--- config.mk ---
export PLATFORM = sky130hd
export DESIGN_NAME = branch_resolve_predict
export DESIGN_NICKNAME = d
export VERILOG_FILES = /design/src/rtl/branch_pkg.sv /design/src/rtl/branch_sat_ctr.sv /design/src/rtl/branch_resolve_predict.sv
export SDC_FILE = /design/constraint.sdc
export NUM_CORES = 1
export LEC_CHECK = 0
export ABC_AREA = 1
export CORE_MARGIN = 3
export CORE_UTILIZATION = 42
export CTS_CLUSTER_SIZE = 25
export DETAILED_ROUTE_END_ITERATION = 6
export GPL_ROUTABILITY_DRIVEN = 0
export GPL_TIMING_DRIVEN = 0
export PLACE_DENSITY = 0.66
export SYNTH_ARGS = -nofsm -noshare
export SYNTH_HDL_FRONTEND = slang
export SYNTH_SLANG_ARGS = --single-unit
--- constraint.sdc ---
create_clock -name clk -period 5.5 [get_ports clk]
set_input_delay 1.1 -clock clk [delete_from_list [all_inputs] [get_ports clk]]
set_output_delay 1.1 -clock clk [all_outputs]
set_load 0.03 [all_outputs]
--- src/rtl/branch_pkg.sv ---
// Shared types and constants for the branch resolve/predict unit.
package branch_pkg;

  // Branch condition codes as presented by execute.
  typedef enum logic [1:0] {
    NE   = 2'd0,
    ALU  = 2'd1,
    NALU = 2'd2,
    AL   = 2'd3
  } branch_cond_t;

  // 2-bit saturating counter states; bit 1 is the predicted direction.
  localparam logic [1:0] SNT = 2'd0;
  localparam logic [1:0] WNT = 2'd1;
  localparam logic [1:0] WT  = 2'd2;
  localparam logic [1:0] ST  = 2'd3;

  localparam logic [1:0] CtrResetVal = WNT;

  // Evaluate a branch condition given whether the ALU result is non-zero.
  function automatic logic eval_cond(input branch_cond_t cond, input logic alu_nz);
    logic taken;
    unique case (cond)
      NE:      taken = 1'b0;
      ALU:     taken = alu_nz;
      NALU:    taken = ~alu_nz;
      AL:      taken = 1'b1;
      default: taken = 1'b0;
    endcase
    return taken;
  endfunction

  // Only data-dependent branches train the table.
  function automatic logic trains_table(input branch_cond_t cond);
    return (cond == ALU) || (cond == NALU);
  endfunction

endpackage

--- src/rtl/branch_sat_ctr.sv ---
// 2-bit saturating counter next-state function.
module branch_sat_ctr
  import branch_pkg::*;
(
  input  logic [1:0] cur,
  input  logic       taken,
  input  logic       en,
  output logic [1:0] nxt
);

  // Step towards strong-taken or strong-not-taken, holding at the ends.
  always_comb begin
    nxt = cur;
    if (en) begin
      if (taken) begin
        if (cur != ST) nxt = cur + 2'd1;
      end else begin
        if (cur != SNT) nxt = cur - 2'd1;
      end
    end
  end

endmodule

--- src/rtl/branch_resolve_predict.sv ---
// Branch unit: resolves outcomes from execute, trains a PC-indexed table of
// 2-bit counters and serves registered predictions to fetch.
module branch_resolve_predict
  import branch_pkg::*;
#(
  parameter int unsigned WordSize   = 32,
  parameter int unsigned IndexBits  = 6,
  parameter int unsigned CountWidth = 16
) (
  input  logic                  clk,
  input  logic                  rstn,
  input  logic                  pred_req,
  input  logic [WordSize-1:0]   pred_pc,
  output logic                  pred_valid,
  output logic                  pred_taken,
  input  logic                  res_valid,
  input  logic [WordSize-1:0]   res_pc,
  input  logic [WordSize-1:0]   res_alu_out,
  input  logic [1:0]            res_branch_cond,
  input  logic                  res_pred_taken,
  output logic                  br_valid,
  output logic                  br_taken,
  output logic                  mispredict,
  output logic [CountWidth-1:0] mispredict_count
);

  localparam int unsigned Depth = 2 ** IndexBits;

  logic [1:0] ctr_q [Depth];
  logic [1:0] ctr_d [Depth];

  logic                  pred_valid_q, pred_valid_d;
  logic                  pred_taken_q, pred_taken_d;
  logic                  br_valid_q, br_valid_d;
  logic                  br_taken_q, br_taken_d;
  logic                  mispredict_q, mispredict_d;
  logic [CountWidth-1:0] count_q, count_d;

  branch_cond_t         cond;
  logic [IndexBits-1:0] pred_idx;
  logic [IndexBits-1:0] res_idx;
  logic                 outcome;
  logic                 upd_en;
  logic [1:0]           ctr_cur;
  logic [1:0]           ctr_nxt;
  logic [1:0]           pred_ctr;

  // PC bits outside the index window do not affect the table.
  logic unused_pc_bits;
  assign unused_pc_bits = ^{pred_pc[WordSize-1:IndexBits+2], pred_pc[1:0],
                            res_pc[WordSize-1:IndexBits+2], res_pc[1:0]};

  assign cond     = branch_cond_t'(res_branch_cond);
  assign pred_idx = pred_pc[IndexBits+1:2];
  assign res_idx  = res_pc[IndexBits+1:2];

  // Resolve the branch and decide whether it trains the table.
  always_comb begin
    outcome = eval_cond(cond, |res_alu_out);
    upd_en  = res_valid & trains_table(cond);
  end

  assign ctr_cur = ctr_q[res_idx];

  branch_sat_ctr u_sat_ctr (
    .cur   (ctr_cur),
    .taken (outcome),
    .en    (upd_en),
    .nxt   (ctr_nxt)
  );

  // Table next state: only the resolving entry can change.
  always_comb begin
    ctr_d = ctr_q;
    if (upd_en) ctr_d[res_idx] = ctr_nxt;
  end

  // Prediction lookup; a same-index update is bypassed so fetch sees the new value.
  always_comb begin
    pred_ctr     = (upd_en && (res_idx == pred_idx)) ? ctr_nxt : ctr_q[pred_idx];
    pred_valid_d = pred_req;
    pred_taken_d = pred_req & pred_ctr[1];
  end

  // Resolution outputs and the saturating mispredict statistic.
  always_comb begin
    br_valid_d   = res_valid;
    br_taken_d   = res_valid & outcome;
    mispredict_d = res_valid & (outcome != res_pred_taken);
    count_d      = count_q;
    if (mispredict_d && !(&count_q)) count_d = count_q + 1'b1;
  end

  // Counter table state.
  always_ff @(posedge clk or negedge rstn) begin
    if (!rstn) begin
      for (int i = 0; i < Depth; i++) ctr_q[i] <= CtrResetVal;
    end else begin
      ctr_q <= ctr_d;
    end
  end

  // Output registers.
  always_ff @(posedge clk or negedge rstn) begin
    if (!rstn) begin
      pred_valid_q <= 1'b0;
      pred_taken_q <= 1'b0;
      br_valid_q   <= 1'b0;
      br_taken_q   <= 1'b0;
      mispredict_q <= 1'b0;
      count_q      <= '0;
    end else begin
      pred_valid_q <= pred_valid_d;
      pred_taken_q <= pred_taken_d;
      br_valid_q   <= br_valid_d;
      br_taken_q   <= br_taken_d;
      mispredict_q <= mispredict_d;
      count_q      <= count_d;
    end
  end

  assign pred_valid       = pred_valid_q;
  assign pred_taken       = pred_taken_q;
  assign br_valid         = br_valid_q;
  assign br_taken         = br_taken_q;
  assign mispredict       = mispredict_q;
  assign mispredict_count = count_q;

endmodule
Word level (Yosys, flattened, before mapping):

Cells that the tools add are included.

* register bits: 149
* word-level logic and storage cells: 113
* output and inout bits: 21
* input port bits: 103

* add/sub/neg operators: 3
* reductions and logical operators: 9
* equality and inequality tests: 6
* muxes and demuxes: 15
* bitwise logic cells: 7
* magnitude comparators: 3

Operators by type and width (count)
* $bwmux 128: 1
* $reduce_or 32->1: 1
* $bmux 2 s6: 2
* $mux 2: 10
* $add 16x1->16 const B: 1
* $reduce_and 16->1: 1
* $ge 7x7->1 const B: 2
* $not 6->7: 2
* $demux 2 s6: 1
* $lt 7x1->1 const B: 1
* $eq 6x6->1: 1
* $and 1x1->1: 4
* $eq 2x2->1 const B: 2
* $pmux 1 s4: 1
* $logic_and 1x1->1: 3
* $add 2x1->2 const B: 1
* $eq 2x1->1 const B: 1
* $logic_not 2->1: 1
* $ne 2x2->1 const B: 1
* $reduce_bool 2->1: 1
* $sub 2x1->2 const B: 1
* $logic_not 1->1: 1
* $logic_or 1x1->1: 1
* $ne 1x1->1: 1
* $not 1->1: 1

Logic depth before layout (Yosys ltp):

Gate-level depths: netlist of the first run.

* word-level depth: 10
* depth in mapped cells: 19
* depth with buffers taken out: 15

Hierarchy:

Synthesis of the first run repeated with hierarchy kept, for this count alone.

* cells, all modules: 1070
* area total of the unflattened synthesis: 8114.0 sq um

By module, submodules not included
* branch_resolve_predict: instances 1, area an instance 8062.7 sq um, seq. area each 3808.7 sq um, cells an instance 1057
* branch_sat_ctr: instances 1, area an instance 51.3 sq um, seq. area each 0.0 sq um, cells an instance 13

Worst setup path before layout of the first run:

Ideal clock, no wire load.

* path kind: in2reg
* start point: input res_pc[2]
* end point: register ctr_q[0] (netlist name)
* data required time: 5.440 ns
* arrival time: 2.581 ns
* path slack: 2.859 ns
* stages: 15
* buffers on the path: 4
* setup time: 0.060 ns
* path through: buf_6 -> buf_6 -> buf_6 -> o211ai_1 -> nand2_1 -> o21ai_1 -> nand2_1 -> nor2_4 -> nand2_2 -> nand2_1 -> nand2_2 -> nand2_8 -> buf_6 -> nand3_2 -> nand2_1

* longest elaborated chain between the ends: 9
* elaborated cells on any way between the ends: 18
* those cells by class: 2 x add/sub; 2 x order compare; 1 x eq/ne; 10 x mux; 1 x bitwise; 2 x reduce/logical

RTL lines
* start, declared: RTL line branch_resolve_predict.sv:17 `input logic [WordSize-1:0] res_pc,`
* $not 6->7 (not written as such) *: RTL line branch_resolve_predict.sv:63, branch_resolve_predict.sv:75
* $bmux 2 s6: RTL line branch_resolve_predict.sv:63 `assign ctr_cur = ctr_q[res_idx];`
* $mux 2 (not written as such) (2 in a row): RTL line branch_resolve_predict.sv:63
* $sub 2x1->2, or another cell as far along: RTL line branch_sat_ctr.sv:18 `if (cur != SNT) nxt = cur - 2'd1;`
* $mux 2 (on tied branches): RTL line branch_sat_ctr.sv:18, branch_sat_ctr.sv:16
* $mux 2: RTL line branch_sat_ctr.sv:15 `if (taken) begin`
* $mux 2: RTL line branch_sat_ctr.sv:14 `if (en) begin`
* $bwmux 128 *: RTL line branch_resolve_predict.sv:75 `if (upd_en) ctr_d[res_idx] = ctr_nxt;`
* end signal, assigned: RTL line branch_resolve_predict.sv:99 `ctr_q <= ctr_d;`
* end, declared: RTL line branch_resolve_predict.sv:29 `logic [1:0] ctr_q [Depth];`

Every way passes the cells marked *; elsewhere a longest branch is shown, timed or not. The select of a mux whose other input is x is not followed.
A chain may end at the register's enable or synchronous reset.

Worst setup path in the final report of the first run:

* start point: input res_pc[3]
* end point: register ctr_q[112] (netlist name)

The elaborated chain is that of the path after synthesis.

==> run_results.csv, run 1 <==
group,metric,value,unit
critical_path,cp-start-kind,"primary input",
global_route,grt_pass1_vias,8515,
critical_path,slowest_delay,0.49,ns
sta,setup_viol,0,
routing,drc,0,
final_layout,diodes,0,
final_layout,final_common_cell,"nand2_1",
clocking,cts_hold_buf,0,
logic_synthesis,yosys_register_bits,149,
routing,wl,30700,um
final_layout,final_cell_mix,"443 x nand2_1, 192 x inv_1, 143 x nand3_1",
floorplanning,dieArea,23800,sq um
clocking,ctsResizeCount,0,
logic_synthesis,ys_seq_area_share,41.2,%
worst_hold_path,worstHoldStart,"ctr_q[70]",
critical_path,crit_fanout,10,
logic_synthesis,synth.distinct_cells,35,
final_layout,fin_nets,1537,
sta,rsz0062_at_grt,"no",
sta,period_minus_slack,3.63,ns
routing,ant_nets,0,
flow_run,max_cap_violations,0,
sta,drv_slew,0,
critical_path,critPathSlowestCell,"clkdlybuf4s50_1",
power,vdd.ir_drop.worst,0.194,mV
critical_path,worst_ep_required_time,5.88,ns
clocking,cts_tree,"built",
routing,avgRoutedWirePerCell,17.8,um
sta,fin_crit_sh,66.0,%
power,power_leakage,4.89,nW
logic_synthesis,synthesis.area,9240,sq um
critical_path,critPathCaptureType,"flip-flop",
routing,first_pass_iters,6,
critical_path,worst-r2r-cell-count,8,
logic_synthesis,yosysWarningCount,0,
sta,skew,0.0126,ns
power,total_power,0.00313,W
status,status,"completed",
clocking,cts.sinks,149,
floorplanning,die_y,154,um
clocking,cts-root-buf,"clkbuf_16",
final_layout,areaGrowthSynthToFinish,17.5,%
worst_hold_path,hold_depth,2,
placement,dpl.hpwl,21500,um
floorplanning,start_util,43.4,%
clocking,clock_latency,0.45,ns
sta,hold_viol_final,0,
sta,worst_pin_slew,0.990,ns
floorplanning,rows,53,
final_layout,design_area,10900,sq um
sta,worst_slack,1.87,ns
routing,avgViaCountPerCell,5.39,
logic_synthesis,synth_fp_nets,1450,
worst_hold_path,min_to,"ctr_q[70]",
critical_path,crit_arrival,4.01,ns
placement,placed_area,10300,sq um
floorplanning,core,21300,sq um
sta,relSlewSlack,34.0,%
routing,vias,9282,
worst_hold_path,min_path_type,"flip-flop to flip-flop",
floorplanning,io-pin-count,124,
final_layout,drive_gt1_share,12.3,%
sta,clock.fmax,276,MHz
clocking,cts_buffers,17,
global_route,grtUsageTotal,25.7,%
global_route,grt_first_pass_wirelength,47400,um
global_route,antenna_found_initial,0,
critical_path,r2r-end,"mispredict_count[11]",
logic_synthesis,syn_avg_cell_area,6.86,sq um
power,power.density,288,nW/um^2
logic_synthesis,synthCells,1346,
critical_path,crit_type,"primary input to flip-flop",
clocking,clk_pin_slew,0.07,ns
clocking,htreeDepth,4,
critical_path,crit_top_cell,"nand2_1",
clocking,post-cts-setup-buffers,0,
floorplanning,fp.dieW,154,um
clocking,cts_buffer_depth,2,
placement,io_buffers,67,
critical_path,crit_chain,"clkdlybuf4s50_1, buf_4, nand2_2, inv_2, nand3_1, nand2_1, o21ai_1, nand2_1, nor2_4, nand3_2, buf_2, nand3_1, nand2_1",
final_layout,final_util,51.0,%
global_route,grt_max_degree,82,
global_route,grt_overflow,0,
routing,drt-initial-drc-count,1010,
critical_path,r2r_slack,3.15,ns
placement,post-place-ws,1.48,ns
critical_path,r2r-start,"mispredict_count[0]",
critical path: cells and delay by family:
kind | cells | cell delay, ns
AND/OR/NAND/NOR | 8 | 1.30
buffers and inverters | 4 | 1.30
AO/OA/AOI/OAI | 1 | 0.29
routing by layer:
layer  global-route usage [%]  vias up  share of wire (%)
li1                         -     4404                  -
met1                     34.9     4316                 42
met2                     39.1      470                 44
met3                     6.41       92                9.7
met4                     10.8        0                4.0
met5                        0        -                  0
power breakdown:
group          leakage (nW)  switching, W  internal [W]
Sequential             1.78     0.0000805       0.00124
Combinational          2.83      0.000417      0.000230
Clock                 0.283      0.000545      0.000612
Total                  4.89       0.00104       0.00208
final cells by class:
class | instances | area (sq um)
multi-input combinational | 942 | 4300
fill | 2101 | 10400
sequential | 149 | 3810
inverter | 199 | 747
tap | 275 | 344
timing repair buffer | 68 | 699
clock inverter | 14 | 135
clock buffer | 18 | 439
buffer | 56 | 384
sequential cells by signal, summed over array words and instances (netlist names):
register / cells
ctr_q: 128
mispredict_count: 16
br_taken: 1
br_valid: 1
mispredict: 1
pred_taken: 1
pred_valid: 1
through the flow:
step / TNS [ns] / hold slack [ns] / cells
3_5_place_dp: 0 / 0.456 / 1689
6_report: 0 / 0.466 / 1721
4_1_cts: 0 / 0.468 / 1721
2_1_floorplan: 0 / 0.443 / 1346
5_1_grt: 0 / 0.480 / 1721
3_3_place_gp: -296.49 / 0.453 / 1688
cells by family after synthesis:
logic type | count (synthesis) | synth area share [%]
simple gates | 773 | 36.0
flops | 149 | 41.2
buf+inv | 255 | 12.2
xor+xnor | 18 | 1.71
compound gates | 150 | 8.72
fa+ha+maj | 1 | 0.135
cells in the mapped netlist:
cell	n	share of area, %
o211ai_1	19	1.5
nand3_2	11	1.2
nand4_2	1	0.14
ha_1	1	0.14
nand2_4	1	0.12
clkinv_1	2	0.081
nor2_2	2	0.14
nor2_4	2	0.24
nand2_2	4	0.27
nand3_1	143	7.7
buf_4	3	0.24
xor2_1	15	1.4
nor3_1	41	2.2
o21ai_0	61	3.3
o21ai_1	61	3.3
nand4_1	4	0.27
inv_2	5	0.20
clkbuf_4	1	0.081
or2_2	12	0.81
nand2_1	443	18
buf_1	4	0.16
buf_6	18	2.2
xnor2_1	3	0.28
buf_2	19	1.0
or2_0	4	0.27
or2_1	2	0.14
a221oi_1	2	0.19
a21oi_1	7	0.38
nor2_1	100	4.1
dfrtp_1	85	23
nor4_1	2	0.14
inv_1	192	7.8
nand2_8	1	0.22
dfstp_2	64	18
clkbuf_1	11	0.45
worst max path at each step:
stage / startpoint / endpoint / slack, ns / depth (start not counted)
detailed placement: res_pc[3] / ctr_q[112] / 1.48 / 13
finish: res_pc[3] / ctr_q[112] / 1.87 / 13
CTS: res_pc[3] / ctr_q[112] / 1.96 / 13
global route: res_pc[3] / ctr_q[112] / 1.84 / 13
floorplan: res_pc[2] / ctr_q[0] / 2.86 / 15
global placement: rstn / mispredict_count[0] / -2.83 / 1
No activity file was read; power rests on OpenSTA's default activity.
==> inputs of run 2 (changes only) <==
Settings changed: PLACE_DENSITY 0.66 to 0.68.
Clock period 5.5 ns to 3.2 ns, I/O delays scaled along.
==> run_results.csv, run 2 (synthesized netlist as in run 1, its figures left out) <==
group,metric,value,unit
floorplanning,start_util,43.4,%
flow_run,max_cap_violations,0,
routing,ant_nets,0,
sta,drv_slew,0,
power,total_power,0.00561,W
floorplanning,dieArea,23800,sq um
critical_path,critPathCaptureType,"flip-flop",
routing,avgViaCountPerCell,5.38,
clocking,cts_buffer_depth,2,
power,power_leakage,4.92,nW
global_route,grt_max_degree,97,
critical_path,crit_fanout,10,
final_layout,areaGrowthSynthToFinish,18.2,%
clocking,clk_pin_slew,0.06,ns
global_route,grtUsageTotal,25.2,%
critical_path,crit_type,"primary input to flip-flop",
power,vdd.ir_drop.worst,0.306,mV
floorplanning,fp.dieW,154,um
sta,skew,0.0141,ns
placement,io_buffers,67,
status,status,"completed",
critical_path,crit_arrival,3.54,ns
placement,post-place-ws,-0.259,ns
sta,clock.fmax,314,MHz
sta,fin_crit_sh,99.5,%
sta,setup_viol,0,
floorplanning,core,21300,sq um
power,power.density,514,nW/um^2
critical_path,worst_ep_required_time,3.56,ns
sta,rsz0062_at_grt,"no",
final_layout,top_register,"ctr_q",
floorplanning,rows,53,
routing,first_pass_iters,6,
floorplanning,io-pin-count,124,
global_route,antenna_found_initial,0,
sta,worst_slack,0.0173,ns
sta,period_minus_slack,3.18,ns
clocking,cts_hold_buf,0,
final_layout,n_fill_cell,2069,
clocking,cts-root-buf,"clkbuf_16",
clocking,cts_tree,"built",
final_layout,drive_gt1_share,12.2,%
critical_path,cp-start-kind,"primary input",
critical_path,r2r-start,"mispredict_count[0]",
global_route,grt_pass1_vias,8529,
global_route,grt_overflow,0,
floorplanning,die_y,154,um
global_route,grt_first_pass_wirelength,46900,um
routing,wl,30500,um
final_layout,final_cell_mix,"443 x nand2_1, 192 x inv_1, 143 x nand3_1",
clocking,post-cts-setup-buffers,0,
clocking,clock_latency,0.44,ns
clocking,cts_buffers,17,
worst_hold_path,min_path_type,"primary input to asynchronous set/reset pin",
clocking,cts.sinks,149,
clocking,ctsResizeCount,0,
sta,relSlewSlack,39.2,%
routing,drt-initial-drc-count,1013,
sta,hold_viol_final,0,
routing,avgRoutedWirePerCell,17.7,um
routing,vias,9251,
final_layout,diodes,0,
sta,worst_pin_slew,0.912,ns
final_layout,final_common_cell,"nand2_1",
final_layout,fin_nets,1537,
critical_path,startpoint,"res_pc[3]",
routing,drc,0,
placement,dpl.hpwl,21200,um
final_layout,largest_reg_flops,128,
clocking,htreeDepth,4,
run 2: changes by cell type in the layout (fill, tap and decap cells not counted), sizes merged:
cell / previous run / this run
inv: 206 / 201
clkbuf: 30 / 31
bufinv: 0 / 4
run 2: path summary, 6_finish.rpt:
kind	end	slack [ns]	depth (start not counted)
max	ctr_q[112]	0.02	13
min	ctr_q[91]	0.18	1
max reg2reg	mispredict_count[7]	0.81	8
min reg2reg	ctr_q[76]	0.47	2
max in group asynchronous	ctr_q[126]	2.13	2
min in group clk	ctr_q[76]	0.47	2
run 2: cell type report:
type | count | area, sq um | area share (%)
Tap cell | 275 | 344 | 3.15
Multi-Input combinational cell | 942 | 4300 | 39.4
Clock buffer | 19 | 443 | 4.06
Timing Repair Buffer | 68 | 699 | 6.40
Clock inverter | 13 | 196 | 1.80
Sequential cell | 149 | 3810 | 34.9
Inverter | 199 | 747 | 6.84
Buffer | 56 | 384 | 3.52
run 2: per-stage QoR:
step	cells	cell area, sq um	TNS, ns	hold slack (ns)	utilization (%)
6_report	1721	10900	0	0.178	51.3
5_1_grt	1721	10900	0	0.210	51.3
3_3_place_gp	1688	10300	-601.81	0.454	48.2
4_1_cts	1721	10900	0	0.191	51.3
2_1_floorplan	1346	9240	0	0.344	-
3_5_place_dp	1689	10300	-18.57	0.455	48.3
run 2: metal layers:
| metal | vias up | global-route usage [%] | routed length, um |
|---|---|---|---|
| li1 | 4392 | - | - |
| met1 | 4302 | 34.5 | 12800 |
| met2 | 488 | 38.9 | 13800 |
| met3 | 69 | 6.49 | 3070 |
| met4 | 0 | 8.70 | 906 |
| met5 | - | 0 | 0 |
run 2: report_power, final:
| part | internal, W | total, W | switching (W) |
|---|---|---|---|
| Sequential | 0.00214 | 0.00227 | 0.000137 |
| Clock | 0.00134 | 0.00223 | 0.000885 |
| Combinational | 0.000395 | 0.00111 | 0.000714 |
| Total | 0.00387 | 0.00561 | 0.00174 |
run 2: worst max-delay path: stages:
cell and delay [ns]:
clkdlybuf4s50_1 0.51, buf_4 0.24, nand2_2 0.27, inv_2 0.21, nand3_1 0.12, nand2_1 0.05, o21ai_1 0.24, nand2_1 0.14
nor2_4 0.17, nand3_2 0.38, buf_2 0.38, nand3_1 0.12, nand2_1 0.05
==> inputs of run 3 (changes only) <==
Settings changed: MAX_ROUTING_LAYER set to met4, PLACE_DENSITY 0.68 to 0.73, SYNTH_HIERARCHICAL set to 1.
==> run_results.csv, run 3 <==
group,metric,value,unit
status,status,"completed",
logic_synthesis,synthesis.area,8110,sq um
flow_run,max_cap_violations,0,
floorplanning,fp.dieW,145,um
power,power_frac_seq,43.8,%
power,switching_power,0.00128,W
placement,io_buffers,63,
logic_synthesis,ys_async_sr_fraction,100,%
clocking,clock_latency,0.44,ns
clocking,cts_buffers,17,
logic_synthesis,synth_top_area_share,26.2,%
critical_path,cp-start-kind,"primary input",
floorplanning,rows,50,
global_route,grt_max_degree,78,
sta,period_minus_slack,3.07,ns
floorplanning,die_y,145,um
critical_path,worst-r2r-cell-count,15,
routing,avgRoutedWirePerCell,18.2,um
final_layout,regArea,3810,sq um
final_layout,largest_reg_flops,128,
final_layout,final_common_cell,"nand2_1",
sta,setup_viol,0,
sta,fin_crit_sh,96.0,%
final_layout,fin_nets,1259,
global_route,antenna_found_initial,1,
logic_synthesis,ys_dominant_reg_cell,"dfrtp_1",
clocking,cts_hold_buf,0,
final_layout,top_register,"ctr_q",
routing,avgViaCountPerCell,5.56,
floorplanning,io-pin-count,124,
logic_synthesis,yosysMostFrequentCell,"nand2_1",
sta,clock.fmax,326,MHz
final_layout,multiInputGateArea,3880,sq um
clocking,cts-root-buf,"clkbuf_16",
power,p_int,0.00337,W
critical_path,r2r-start,"ctr_q[21]",
routing,wl,26100,um
critical_path,r2r_slack,0.93,ns
logic_synthesis,synthCells,1070,
global_route,grt_pass1_vias,7692,
floorplanning,core,18800,sq um
logic_synthesis,synth_edf_count,0,
critical_path,crit_type,"primary input to flip-flop",
sta,rsz0062_at_grt,"no",
floorplanning,dieArea,21000,sq um
logic_synthesis,synth_fp_nets,1174,
placement,post-place-ws,-1.10,ns
sta,skew,0.0188,ns
routing,drc,0,
floorplanning,start_util,43.1,%
sta,worst_pin_slew,0.698,ns
clocking,clk_pin_slew,0.06,ns
routing,ant_nets,0,
logic_synthesis,synth_common_cells,"458 x nand2_1, 101 x o21ai_0, 91 x nand3_1",
power,total_power,0.00465,W
logic_synthesis,yosysWarningCount,6,
clocking,htreeDepth,4,
routing,drt-initial-drc-count,931,
critical_path,worst_ep_required_time,3.55,ns
final_layout,drive_gt1_share,14.9,%
global_route,grt_first_pass_wirelength,41300,um
critical_path,crit_fanout,10,
placement,dpl.hpwl,17400,um
final_layout,final_cell_mix,"458 x nand2_1, 100 x o21ai_0, 90 x nand3_1",
clocking,cts_tree,"built",
logic_synthesis,synthTopCellsByArea,"dfrtp_1 26%, nand2_1 21%, dfstp_2 21%, o21ai_0 6.2%, nand3_1 5.6%",
final_layout,final_cells,1429,
logic_synthesis,synth.distinct_cells,37,
clocking,cts_buffer_depth,2,
sta,relSlewSlack,53.4,%
routing,vias,7940,
logic_synthesis,yosys_register_bits,149,
logic_synthesis,syn_avg_cell_area,7.58,sq um
critical_path,r2r-end,"ctr_q[63]",
logic_synthesis,synth_top_cell_by_area,"dfrtp_1",
final_layout,areaGrowthSynthToFinish,20.3,%
critical_path,crit_arrival,3.42,ns
global_route,grt_overflow,0,
logic_synthesis,ys_seq_area_share,46.9,%
sta,worst_slack,0.129,ns
clocking,cts.sinks,149,
power,power.density,476,nW/um^2
sta,hold_viol_final,0,
critical_path,critPathCaptureType,"flip-flop",
final_layout,n_fill_cell,1784,
power,vdd.ir_drop.worst,0.315,mV
worst_hold_path,min_path_type,"primary input to asynchronous set/reset pin",
power,power_leakage,3.94,nW
power,p_comb_share,13.3,%
power,clock_power_share,43.0,%
routing,first_pass_iters,7,
global_route,grtUsageTotal,25.5,%
placement,numPlacedInstances,1394,
power,swShare,27.4,%
sta,drv_slew,0,
[run 3: changes by cell type in the layout (fill, tap and decap cells not counted), moves of 12 or more]
cell	previous run	this run
buf_6	19	3
inv_1	192	36
nand2_1	443	458
nand3_1	143	90
nand4_1	4	22
nor2_1	100	32
nor3_1	41	13
o211ai_1	19	0
o21ai_0	61	100
o21ai_1	61	44
or2_2	12	0
[run 3: how the worst max path moves through the flow]
stage	startpoint	end	slack (ns)	cells after the start
finish	res_pc[3]	ctr_q[0]	0.13	18
detailed placement	res_pc[3]	ctr_q[40]	-1.10	17
global route	res_pc[3]	ctr_q[42]	0.004	18
CTS	res_pc[3]	ctr_q[81]	0.24	18
floorplan	res_pc[2]	ctr_q[49]	0.58	18
global placement	rstn	mispredict_count[10]	-4.37	1
[run 3: stage by stage]
stage / utilization [%] / hold WS [ns] / area, sq um / TNS [ns]
floorplan: - / 0.344 / 8110 / 0
global placement: 48.2 / 0.459 / 9070 / -660.65
detailed placement: 48.3 / 0.464 / 9100 / -128.84
CTS: 51.7 / 0.231 / 9740 / 0
global route: 51.8 / 0.255 / 9760 / 0
finish: 51.8 / 0.208 / 9760 / 0
[run 3: cell families (layout without fill, tap and decap cells)]
group | after synthesis | in the layout | synth area share [%]
adder cells (fa/ha/maj) | 1 | 1 | 0.154
other | 0 | 1 | 0
AND/OR/NAND/NOR | 640 | 640 | 35.1
buffers and inverters | 98 | 196 | 5.26
flip-flops | 149 | 149 | 46.9
XOR/XNOR | 17 | 17 | 1.83
AO/OA/AOI/OAI | 165 | 165 | 10.7
[run 3: cell type report]
class                   count  share of cell area, %
plain buffers              47                   2.90
clock inverters            11                   1.31
repair buffers             66                   6.91
inverters                  51                   1.99
well taps                 260                   3.33
clock buffers              21                   4.72
diodes                      1                 0.0256
multi-input cells         823                   39.8
flip-flops and latches    149                   39.0
[run 3: critical path: stages]
cell	delay, ns
clkdlybuf4s15_1	0.34
inv_2	0.21
nand3_1	0.14
inv_2	0.19
buf_2	0.37
nand2_1	0.09
nand4_1	0.10
nand2_1	0.05
nand2_1	0.09
nor2_1	0.05
nand2_1	0.10
nor2_1	0.07
nor2_2	0.10
nand2_1	0.06
nand2_1	0.07
clkinv_2	0.21
clkbuf_2	0.29
o21ai_0	0.23
[run 3: timing repair]
item / in CTS / in global routing
cloned: 0 / 0
endpoints found under the setup margin: 128 / 16
gates resized for setup: 25 / 10
buffers inserted: 2 / 0
pin swaps: 1 / 0
[run 3: power groups by stage]
stage | logic [W] | registers [W] | clock network (W)
final | 0.000617 | 0.00203 | 0.00200
after detailed placement | 0.000599 | 0.00206 | 0
after CTS | 0.000609 | 0.00203 | 0.00202
after floorplan | 0.000271 | 0.00211 | 0
after global routing | 0.000662 | 0.00204 | 0.00210
after global placement | 0.000582 | 0.00206 | 0
[run 3: layer usage]
layer | wire length [um] | up-vias | GRT usage, %
met5 | 0 | - | -
met1 | 10500 | 3684 | 32.5
met4 | 1150 | 0 | 12.5
li1 | - | 3705 | -
met2 | 11900 | 455 | 38.7
met3 | 2470 | 96 | 5.47
